File: src/rtl/ccastles_vram_pkg.sv
// ccastles_vram_pkg: shared tags, clear states and latencies for the VRAM arbiter
package ccastles_vram_pkg;
   typedef enum logic [2:0] {NONE, VID, CPU_RD, CPU_WR, CLR} tag_t;
   typedef enum logic {CLR_IDLE, CLR_RUN} clr_state_t;
   localparam int VID_LAT    = 3;
   localparam int CPU_RD_LAT = 3;
   localparam int CPU_WR_LAT = 2;
endpackage

File: src/rtl/ccastles_vram_clear.sv
// ccastles_vram_clear: walks every VRAM address once, advancing only on granted slots
module ccastles_vram_clear
   import ccastles_vram_pkg::*;
#(
   parameter int ADDR_W = 15
) (
   input  logic              clk_i,
   input  logic              reset_i,
   input  logic              start_i,
   input  logic              grant_i,
   output logic              busy_o,
   output logic              req_o,
   output logic [ADDR_W-1:0] addr_o
);
   clr_state_t        state_q, state_d;
   logic [ADDR_W-1:0] addr_q, addr_d;
   always_ff @(posedge clk_i) begin
      if (reset_i) begin
         state_q <= CLR_IDLE;
         addr_q  <= '0;
      end else begin
         state_q <= state_d;
         addr_q  <= addr_d;
      end
   end
   always_comb begin
      state_d = (state_q == CLR_IDLE) ? (start_i ? CLR_RUN : CLR_IDLE)
              : (grant_i && &addr_q) ? CLR_IDLE : CLR_RUN;
      addr_d  = (state_q == CLR_IDLE) ? '0 : grant_i ? addr_q + 1'b1 : addr_q;
   end
   assign busy_o = state_q == CLR_RUN;
   assign req_o  = busy_o;
   assign addr_o = addr_q;
endmodule

File: src/rtl/ccastles_vram_arbiter.sv
// ccastles_vram_arbiter: shares one VRAM port between scanout, clear sequencer and CPU
module ccastles_vram_arbiter
   import ccastles_vram_pkg::*;
#(
   parameter int                ADDR_W   = 15,
   parameter int                DATA_W   = 8,
   parameter int                MAX_WAIT = 8,
   parameter logic [DATA_W-1:0] CLR_VAL  = '0
) (
   input  logic              clk_i,
   input  logic              reset_i,
   input  logic              vid_req_i,
   input  logic [ADDR_W-1:0] vid_addr_i,
   output logic [DATA_W-1:0] vid_data_o,
   output logic              vid_valid_o,
   input  logic              cpu_req_i,
   input  logic              cpu_we_i,
   input  logic [ADDR_W-1:0] cpu_addr_i,
   input  logic [DATA_W-1:0] cpu_din_i,
   input  logic [1:0]        cpu_nib_i,
   output logic              cpu_ack_o,
   output logic [DATA_W-1:0] cpu_dout_o,
   input  logic              clr_start_i,
   output logic              clr_busy_o,
   output logic              starve_o,
   output logic [ADDR_W-1:0] ram_addr_o,
   output logic              ram_we_o,
   output logic [1:0]        ram_be_o,
   output logic [DATA_W-1:0] ram_din_o,
   input  logic [DATA_W-1:0] ram_dout_i
);
   localparam int                WAIT_W   = $clog2(MAX_WAIT + 1);
   localparam logic [WAIT_W-1:0] WAIT_SAT = WAIT_W'(MAX_WAIT);
   localparam int                DEPTH    = VID_LAT - 1;
   localparam int                VID_STG  = VID_LAT - 2;
   localparam int                RD_STG   = CPU_RD_LAT - 2;
   localparam int                WR_STG   = CPU_WR_LAT - 2;
   tag_t              tag_q [DEPTH];
   tag_t              tag_d;
   logic [ADDR_W-1:0] ram_addr_q, ram_addr_d, clr_addr;
   logic [DATA_W-1:0] ram_din_q, ram_din_d, vid_data_q, vid_data_d, cpu_dout_q, cpu_dout_d;
   logic [1:0]        ram_be_q, ram_be_d;
   logic [WAIT_W-1:0] wait_q, wait_d;
   logic              ram_we_q, ram_we_d, vid_valid_q, vid_valid_d, cpu_ack_q, cpu_ack_d;
   logic              inflight_q, inflight_d, starve_q, starve_d;
   logic              clr_req, clr_win, cpu_win, cpu_wr_win;
   ccastles_vram_clear #(.ADDR_W(ADDR_W)) u_clear (
      .clk_i   (clk_i),
      .reset_i (reset_i),
      .start_i (clr_start_i),
      .grant_i (clr_win),
      .busy_o  (clr_busy_o),
      .req_o   (clr_req),
      .addr_o  (clr_addr)
   );
   // a clr_start arriving while idle already outranks the CPU in that same cycle
   assign clr_win    = clr_req & ~vid_req_i;
   assign cpu_win    = cpu_req_i & ~inflight_q & ~vid_req_i & ~clr_req & ~clr_start_i;
   assign cpu_wr_win = cpu_win & cpu_we_i;
   always_comb begin
      tag_d       = vid_req_i ? VID : clr_win ? CLR : cpu_win ? (cpu_we_i ? CPU_WR : CPU_RD) : NONE;
      ram_addr_d  = vid_req_i ? vid_addr_i : clr_win ? clr_addr : cpu_win ? cpu_addr_i : ram_addr_q;
      ram_we_d    = clr_win | cpu_wr_win;
      ram_be_d    = clr_win ? 2'b11 : cpu_wr_win ? cpu_nib_i : 2'b00;
      ram_din_d   = clr_win ? CLR_VAL : cpu_wr_win ? cpu_din_i : ram_din_q;
      vid_valid_d = tag_q[VID_STG] == VID;
      vid_data_d  = vid_valid_d ? ram_dout_i : vid_data_q;
      cpu_ack_d   = (tag_q[WR_STG] == CPU_WR) || (tag_q[RD_STG] == CPU_RD);
      cpu_dout_d  = (tag_q[RD_STG] == CPU_RD) ? ram_dout_i : cpu_dout_q;
      inflight_d  = cpu_win | (inflight_q & ~cpu_ack_q);
      wait_d      = (!cpu_req_i || cpu_win) ? '0
                  : (!inflight_q && wait_q != WAIT_SAT) ? wait_q + 1'b1 : wait_q;
      starve_d    = starve_q | (wait_d == WAIT_SAT);
   end
   always_ff @(posedge clk_i) begin
      if (reset_i) begin
         for (int j = 0; j < DEPTH; j++) tag_q[j] <= NONE;
         ram_addr_q  <= '0;
         ram_we_q    <= 1'b0;
         ram_be_q    <= '0;
         ram_din_q   <= '0;
         vid_valid_q <= 1'b0;
         vid_data_q  <= '0;
         cpu_ack_q   <= 1'b0;
         cpu_dout_q  <= '0;
         inflight_q  <= 1'b0;
         wait_q      <= '0;
         starve_q    <= 1'b0;
      end else begin
         tag_q[0] <= tag_d;
         for (int j = 1; j < DEPTH; j++) tag_q[j] <= tag_q[j-1];
         ram_addr_q  <= ram_addr_d;
         ram_we_q    <= ram_we_d;
         ram_be_q    <= ram_be_d;
         ram_din_q   <= ram_din_d;
         vid_valid_q <= vid_valid_d;
         vid_data_q  <= vid_data_d;
         cpu_ack_q   <= cpu_ack_d;
         cpu_dout_q  <= cpu_dout_d;
         inflight_q  <= inflight_d;
         wait_q      <= wait_d;
         starve_q    <= starve_d;
      end
   end
   assign ram_addr_o  = ram_addr_q;
   assign ram_we_o    = ram_we_q;
   assign ram_be_o    = ram_be_q;
   assign ram_din_o   = ram_din_q;
   assign vid_valid_o = vid_valid_q;
   assign vid_data_o  = vid_data_q;
   assign cpu_ack_o   = cpu_ack_q;
   assign cpu_dout_o  = cpu_dout_q;
   assign starve_o    = starve_q;
endmodule

File: config.mk
export PLATFORM = sky130hd
export DESIGN_NAME = ccastles_vram_arbiter
export DESIGN_NICKNAME = d
export VERILOG_FILES = /design/src/rtl/ccastles_vram_pkg.sv /design/src/rtl/ccastles_vram_clear.sv /design/src/rtl/ccastles_vram_arbiter.sv
export SDC_FILE = /design/constraint.sdc
export NUM_CORES = 1
export LEC_CHECK = 0
export CAP_MARGIN = 15
export CORE_ASPECT_RATIO = 0.6
export CORE_MARGIN = 1
export CORE_UTILIZATION = 45
export CTS_CLUSTER_DIAMETER = 50
export DETAILED_ROUTE_END_ITERATION = 7
export GPL_TIMING_DRIVEN = 1
export HOLD_SLACK_MARGIN = 0.02
export PLACE_DENSITY_LB_ADDON = 0.12
export SETUP_SLACK_MARGIN = 0.1
export SYNTH_ARGS = -nofsm -noshare
export SYNTH_HDL_FRONTEND = slang
export SYNTH_SLANG_ARGS = --single-unit
File: constraint.sdc
create_clock -name clk_i -period 4.8 [get_ports clk_i]
set_clock_uncertainty 0.15 [all_clocks]
set_input_delay 0.96 -clock clk_i [delete_from_list [all_inputs] [get_ports clk_i]]
set_output_delay 0.96 -clock clk_i [all_outputs]
set_load 0.05 [all_outputs]
# Yosys cells after proc, flatten, opt, wreduce, memory -nomap -nowiden
# Memories as Yosys holds them, arrays and structs flattened.
# Cells that the tools add are included.
dict set report totals {
  reg_bits 66
  latchBits 0
  mem_bits_rw 6
  mem_bits_ro 0
  in_bits 54
  output_inout_bits 46
  elab_cells 67
  n_memories 1
}
dict set report classes {
  addsub 2
  multipliers 0
  div 0
  order_cmp 0
  eq_ne 5
  n_shift 0
  mux 19
  n_bitwise 17
  n_reduce_logical 10
}
# memory words word_bits rd rd_ports_with_merged_regs wr line
set mem_list {}
lappend mem_list {tag_q 2 3 2 0 2 ccastles_vram_arbiter.sv:38} ;# tag_t tag_q [DEPTH];
# op n
set op_table {}
lappend op_table {{$mux W15} 3}
lappend op_table {{$add A15 B1 Y15 const B} 1}
lappend op_table {{$reduce_and A15 Y1} 1}
lappend op_table {{$mux W3} 4}
lappend op_table {{$mux W4} 2}
lappend op_table {{$and A1 B1 Y1} 7}
lappend op_table {{$mux W1} 7}
lappend op_table {{$eq A3 B2 Y1 const B} 2}
lappend op_table {{$mux W2} 3}
lappend op_table {{$not A1 Y1} 5}
lappend op_table {{$or A1 B1 Y1} 5}
lappend op_table {{$add A4 B1 Y4 const B} 1}
lappend op_table {{$eq A4 B4 Y1 const B} 1}
lappend op_table {{$ne A4 B4 Y1 const B} 1}
lappend op_table {{$reduce_or A2 Y1} 2}
lappend op_table {{$eq A3 B1 Y1 const B} 1}
lappend op_table {{$reduce_bool A3 Y1} 1}
lappend op_table {{$logic_and A1 B1 Y1} 2}
lappend op_table {{$logic_not A1 Y1} 2}
lappend op_table {{$logic_or A1 B1 Y1} 2}

# Longest topological paths before layout
dict set report depth {
  ltp_word 9
  depth_mapped 6
  ltp_nobuf 6
}

# Modules after synthesis
# Synthesis repeated with hierarchy kept, for this count alone.
dict set report unflattened {
  cells_unflattened 333
  hier_area_um2 3106.7
}
# mod n_inst cells_each area_each_um2 seq_area_each_um2
set by_module_without_submodules {}
lappend by_module_without_submodules {ccastles_vram_arbiter 1 243 2326.0 1121.1}
lappend by_module_without_submodules {ccastles_vram_clear 1 90 780.7 320.3}

# Worst setup path after synthesis
# OpenSTA, ideal clock, no wires.
dict set report synth_timing {
  path_kind {input-to-reg}
  startpoint {in cpu_req_i}
  endpoint {reg ram_addr_q[10] (netlist: ram_addr_o[10])}
  setup_time_ns 0.128
  t_arrival_ns 1.972
  required_time_ns 4.522
  setup_slack_ns 2.551
  stages 5
  n_path_buf 1
  cell_sequence {nor2b_1 > a211oi_4 > buf_6 > mux2i_1 > nor2_1}
}
dict set report synth_via {
  elab_chain_cells 5
}
# element line
set synth_rtl {}
lappend synth_rtl {{from (decl)} ccastles_vram_arbiter.sv:16} ;# input logic cpu_req_i,
lappend synth_rtl {{$and A1 B1 Y1 (4 in series)} ccastles_vram_arbiter.sv:58} ;# assign cpu_win = cpu_req_i & ~inflight_q & ~vid_req_i & ~clr_req & ~clr_start_i;
lappend synth_rtl {{$reduce_bool A3 Y1 (no source line)} -}
lappend synth_rtl {{to (signal assigned)} ccastles_vram_arbiter.sv:92} ;# ram_addr_q <= ram_addr_d;
lappend synth_rtl {{to (decl)} ccastles_vram_arbiter.sv:40} ;# logic [ADDR_W-1:0] ram_addr_q, ram_addr_d, clr_addr;
# Every way passes these cells.
# A chain may end at the register's enable or synchronous reset.

# Worst setup path in the final report
dict set report layout_timing {
  startpoint {in clr_start_i}
  endpoint {reg ram_addr_q[5] (netlist: ram_addr_o[5])}
}
dict set report layout_via {
  elab_chain_cells 3
}
# element line
set layout_rtl {}
lappend layout_rtl {{from (decl)} ccastles_vram_arbiter.sv:23} ;# input logic clr_start_i,
lappend layout_rtl {{$not A1 Y1} ccastles_vram_arbiter.sv:58}
lappend layout_rtl {{$and A1 B1 Y1} ccastles_vram_arbiter.sv:58}
lappend layout_rtl {{$reduce_bool A3 Y1 (no source line)} -}
# Every way passes these cells.

==> impl_metrics.json <==
{
  "syn_avg_cell_area_um2": 9.16,
  "drive_gt1_share_pct": 5.77,
  "num_rows": 22,
  "power_frac_comb_pct": 13.7,
  "cts_buffers": 9,
  "post_cts_buffers": 0,
  "ant_nets": 0,
  "fp.coreArea_um2": 6330,
  "cp_data_arrival_time_ns": 2.89,
  "crit_fanout": 15,
  "cp_cell_sequence": "clkdlybuf4s50_1 > nor2b_1 > a211oi_4 > mux2i_1 > nor2_1",
  "start_util_pct": 48.5,
  "cts_max_level": 3,
  "nets": 485,
  "cts_resized": 0,
  "wl_met1_mm": 3.67,
  "syn_nets": 392,
  "worstPathRequired_ns": 4.83,
  "num_vias": 2586,
  "cts.sinks": 72,
  "p_leak_nw": 1.66,
  "path_class": "in2reg",
  "tightest_slew_ns": 1.10,
  "cts_tree": "built",
  "fillers": 505,
  "critPathCaptureType": "flop",
  "syn-instance-count": 335,
  "setup-tns-final_ns": 0,
  "power.share.sequential_pct": 40.6,
  "utilization_pct": 69.6,
  "clk_pin_slew_ns": 0.06,
  "rsz0062_at_grt": "no",
  "viasPerCell": 5.00,
  "wl_met3_um": 723,
  "syn2layout_area_growth_pct": 43.6,
  "yosysTopAreaCellShare_pct": 47.0,
  "final_cells": 517,
  "cpPeakStageDelay_ns": 0.93,
  "die_w_um": 109,
  "swShare_pct": 24.5,
  "route.top_layer_used": "met4",
  "io_buffers": 99,
  "grt_max_degree": 49,
  "power_mw": 1.54,
  "synth_area_leaders": "dfxtp_1 (47%), mux2i_1 (15%), nor2_1 (6.2%)",
  "die_h_um": 66.0,
  "p_clk_share_pct": 45.6,
  "synth_top_area_cell": "dfxtp_1",
  "drtIter0Drc": 91,
  "outcome": "completed",
  "hold_ws_ns": 0.295,
  "seq_area_frac_synth_pct": 47.0,
  "hpwl_mm": 5.14,
  "hold_viol": 0,
  "maxSlewViolCount": 0,
  "vdd_drop_max_uv": 233,
  "setup_viol": 0,
  "dp_cells": 501,
  "cp_slowest_cell": "a211oi_4",
  "grt.total_usage_pct": 22.3,
  "setup_ws_ns": 1.94,
  "cts_buffer_depth": 2,
  "drv_cap": 0,
  "fmax_mhz": 350,
  "whs_path_depth": 2,
  "clkLatencyLatePin_ns": 0.32,
  "worstReg2RegEnd": "ram_addr_o[5]$_SDFFE_PP0P_",
  "seq_area_um2": 1440,
  "globalRoute.totalOverflow": 0,
  "antenna_found_initial": 0,
  "finalCritPeriodShare_pct": 59.5,
  "routed_wl_mm": 7.43,
  "ys_warn_count": 0,
  "drc": 0,
  "worstHoldEndpoint": "tag_q[0][5]$_SDFF_PP0_",
  "wl_per_cell_um": 14.4,
  "hold_buffers": 0,
  "synth_seq_cells": 72,
  "synth_cell_type_count": 37,
  "r2r_cells": 4,
  "dr.pass1.iters": 4,
  "diodes": 0,
  "cellPowerDensity_nw_per_um2": 351,
  "root_buffer": "clkbuf_16",
  "place.gp.congestion": 0.753,
  "min_path_type": "reg2reg",
  "period_needed_ns": 2.86,
  "r2r-start": "inflight_q$_SDFF_PP0_",
  "ios": 100,
  "power.internal_mw": 1.17,
  "wl_met2_mm": 3.01,
  "start_kind": "primary input",
  "multi_input_area_um2": 1510,
  "final_area_um2": 4410,
  "pre_cts_slack_ns": 1.56,
  "p_sw_uw": 378,
  "placed_area_um2": 4090,
  "ff2ff_setup_slack_ns": 2.64,
  "grt_pass1_wl_mm": 12.1,
  "worstHoldStart": "tag_q[0][2]$_SDFF_PP0_",
  "slew-limit-headroom_pct": 26.5,
  "grt_pass1_vias": 2470,
  "syn_area_um2": 3070,
  "dieArea_um2": 7160
}
logic make-up after synthesis:
family,count (synthesis),share of synthesized area [%]
AO/OA/AOI/OAI,46,8.89
buffers and inverters,26,4.08
XOR/XNOR,13,3.71
adder cells (fa/ha/maj),3,1.22
multiplexers,48,15.7
AND/OR/NAND/NOR,127,19.4
flip-flops,72,47.0
worst max path at each step:
stage                     start                          end  slack, ns
floorplan             cpu_req_i  ram_addr_o[10]$_SDFFE_PP0P_       2.55
global placement    clr_start_i   ram_addr_o[4]$_SDFFE_PP0P_       1.64
detailed placement  clr_start_i   ram_addr_o[5]$_SDFFE_PP0P_       1.56
CTS                 clr_start_i   ram_addr_o[5]$_SDFFE_PP0P_       1.92
global route        clr_start_i   ram_addr_o[4]$_SDFFE_PP0P_       1.80
finish              clr_start_i   ram_addr_o[5]$_SDFFE_PP0P_       1.94
critical path, delay by kind of cell:
family,cells,cell delay [ns]
AOI/OAI and AO/OA,1,0.93
buffers and inverters,1,0.52
muxes,1,0.29
and+or+nand+nor,2,0.17
cell usage in the layout, fill, tap and decap left out, types with 4 or more instances in the layout:
| cell type | n |
|---|---|
| clkbuf_16 | 9 |
| dfxtp_1 | 72 |
| nand2b_1 | 6 |
| nand4_1 | 5 |
| nand2_1 | 39 |
| o21ai_0 | 17 |
| inv_1 | 7 |
| mux2i_1 | 47 |
| nor2b_1 | 7 |
| clkdlybuf4s50_1 | 98 |
| xor2_1 | 11 |
| nor2_1 | 51 |
| a31oi_1 | 4 |
| a21oi_1 | 17 |
state kept, by name, indices dropped and copies added (netlist names):
| signal | count |
|---|---|
| ram_we_o | 1 |
| u_clear.busy_o | 1 |
| cpu_ack_o | 1 |
| ram_addr_o | 15 |
| tag_q | 6 |
| wait_q | 4 |
| ram_be_o | 2 |
| vid_valid_o | 1 |
| u_clear.addr_o | 15 |
| cpu_dout_o | 8 |
| starve_o | 1 |
| ram_din_o | 8 |
| vid_data_o | 8 |
| inflight_q | 1 |
cell type report:
type,count,area share [%]
clock buffers,9,5.11
clock inverters,7,2.16
inverters,7,0.596
multi-input cells,237,34.3
flip-flops and latches,72,32.7
well taps,84,2.39
repair buffers,101,22.7
power by group through the flow:
| stage | clock (mW) | sequential [mW] | combinational, mW |
|---|---|---|---|
| after floorplan | 0 | 0.691 | 0.0734 |
| after global placement | 0 | 0.640 | 0.210 |
| after detailed placement | 0 | 0.640 | 0.212 |
| after CTS | 0.719 | 0.628 | 0.213 |
| after global routing | 0.753 | 0.630 | 0.227 |
| final | 0.705 | 0.627 | 0.212 |
synth_stat cells:
cell      count
dfxtp_1      72
nor2_1       51
mux2i_1      47
nand2_1      39
a21oi_1      17
o21ai_0      17
clkbuf_1     11
xor2_1       11
inv_1         7
nor2b_1       7
nand2b_1      6
nand4_1       5
a31oi_1       4
buf_2         4
and3_1        3
ha_1          3
nand3_1       3
a211oi_1      2
and4_1        2
buf_4         2
buf_6         2
nor3_1        2
nor3b_1       2
or3_1         2
xnor2_1       2
a211oi_4      1
a21o_1        1
a41o_1        1
a41oi_1       1
and2_1        1
and4b_1       1
and4b_2       1
mux2_2        1
nand3b_1      1
nand4_4       1
o21bai_1      1
o41ai_1       1
layer usage:
layer	vias up	track usage [%]
li1	1318	-
met1	1177	29.4
met2	89	32.6
met3	2	9.75
met4	0	6.59
met5	-	0
Power figures use the tool's default switching activity.
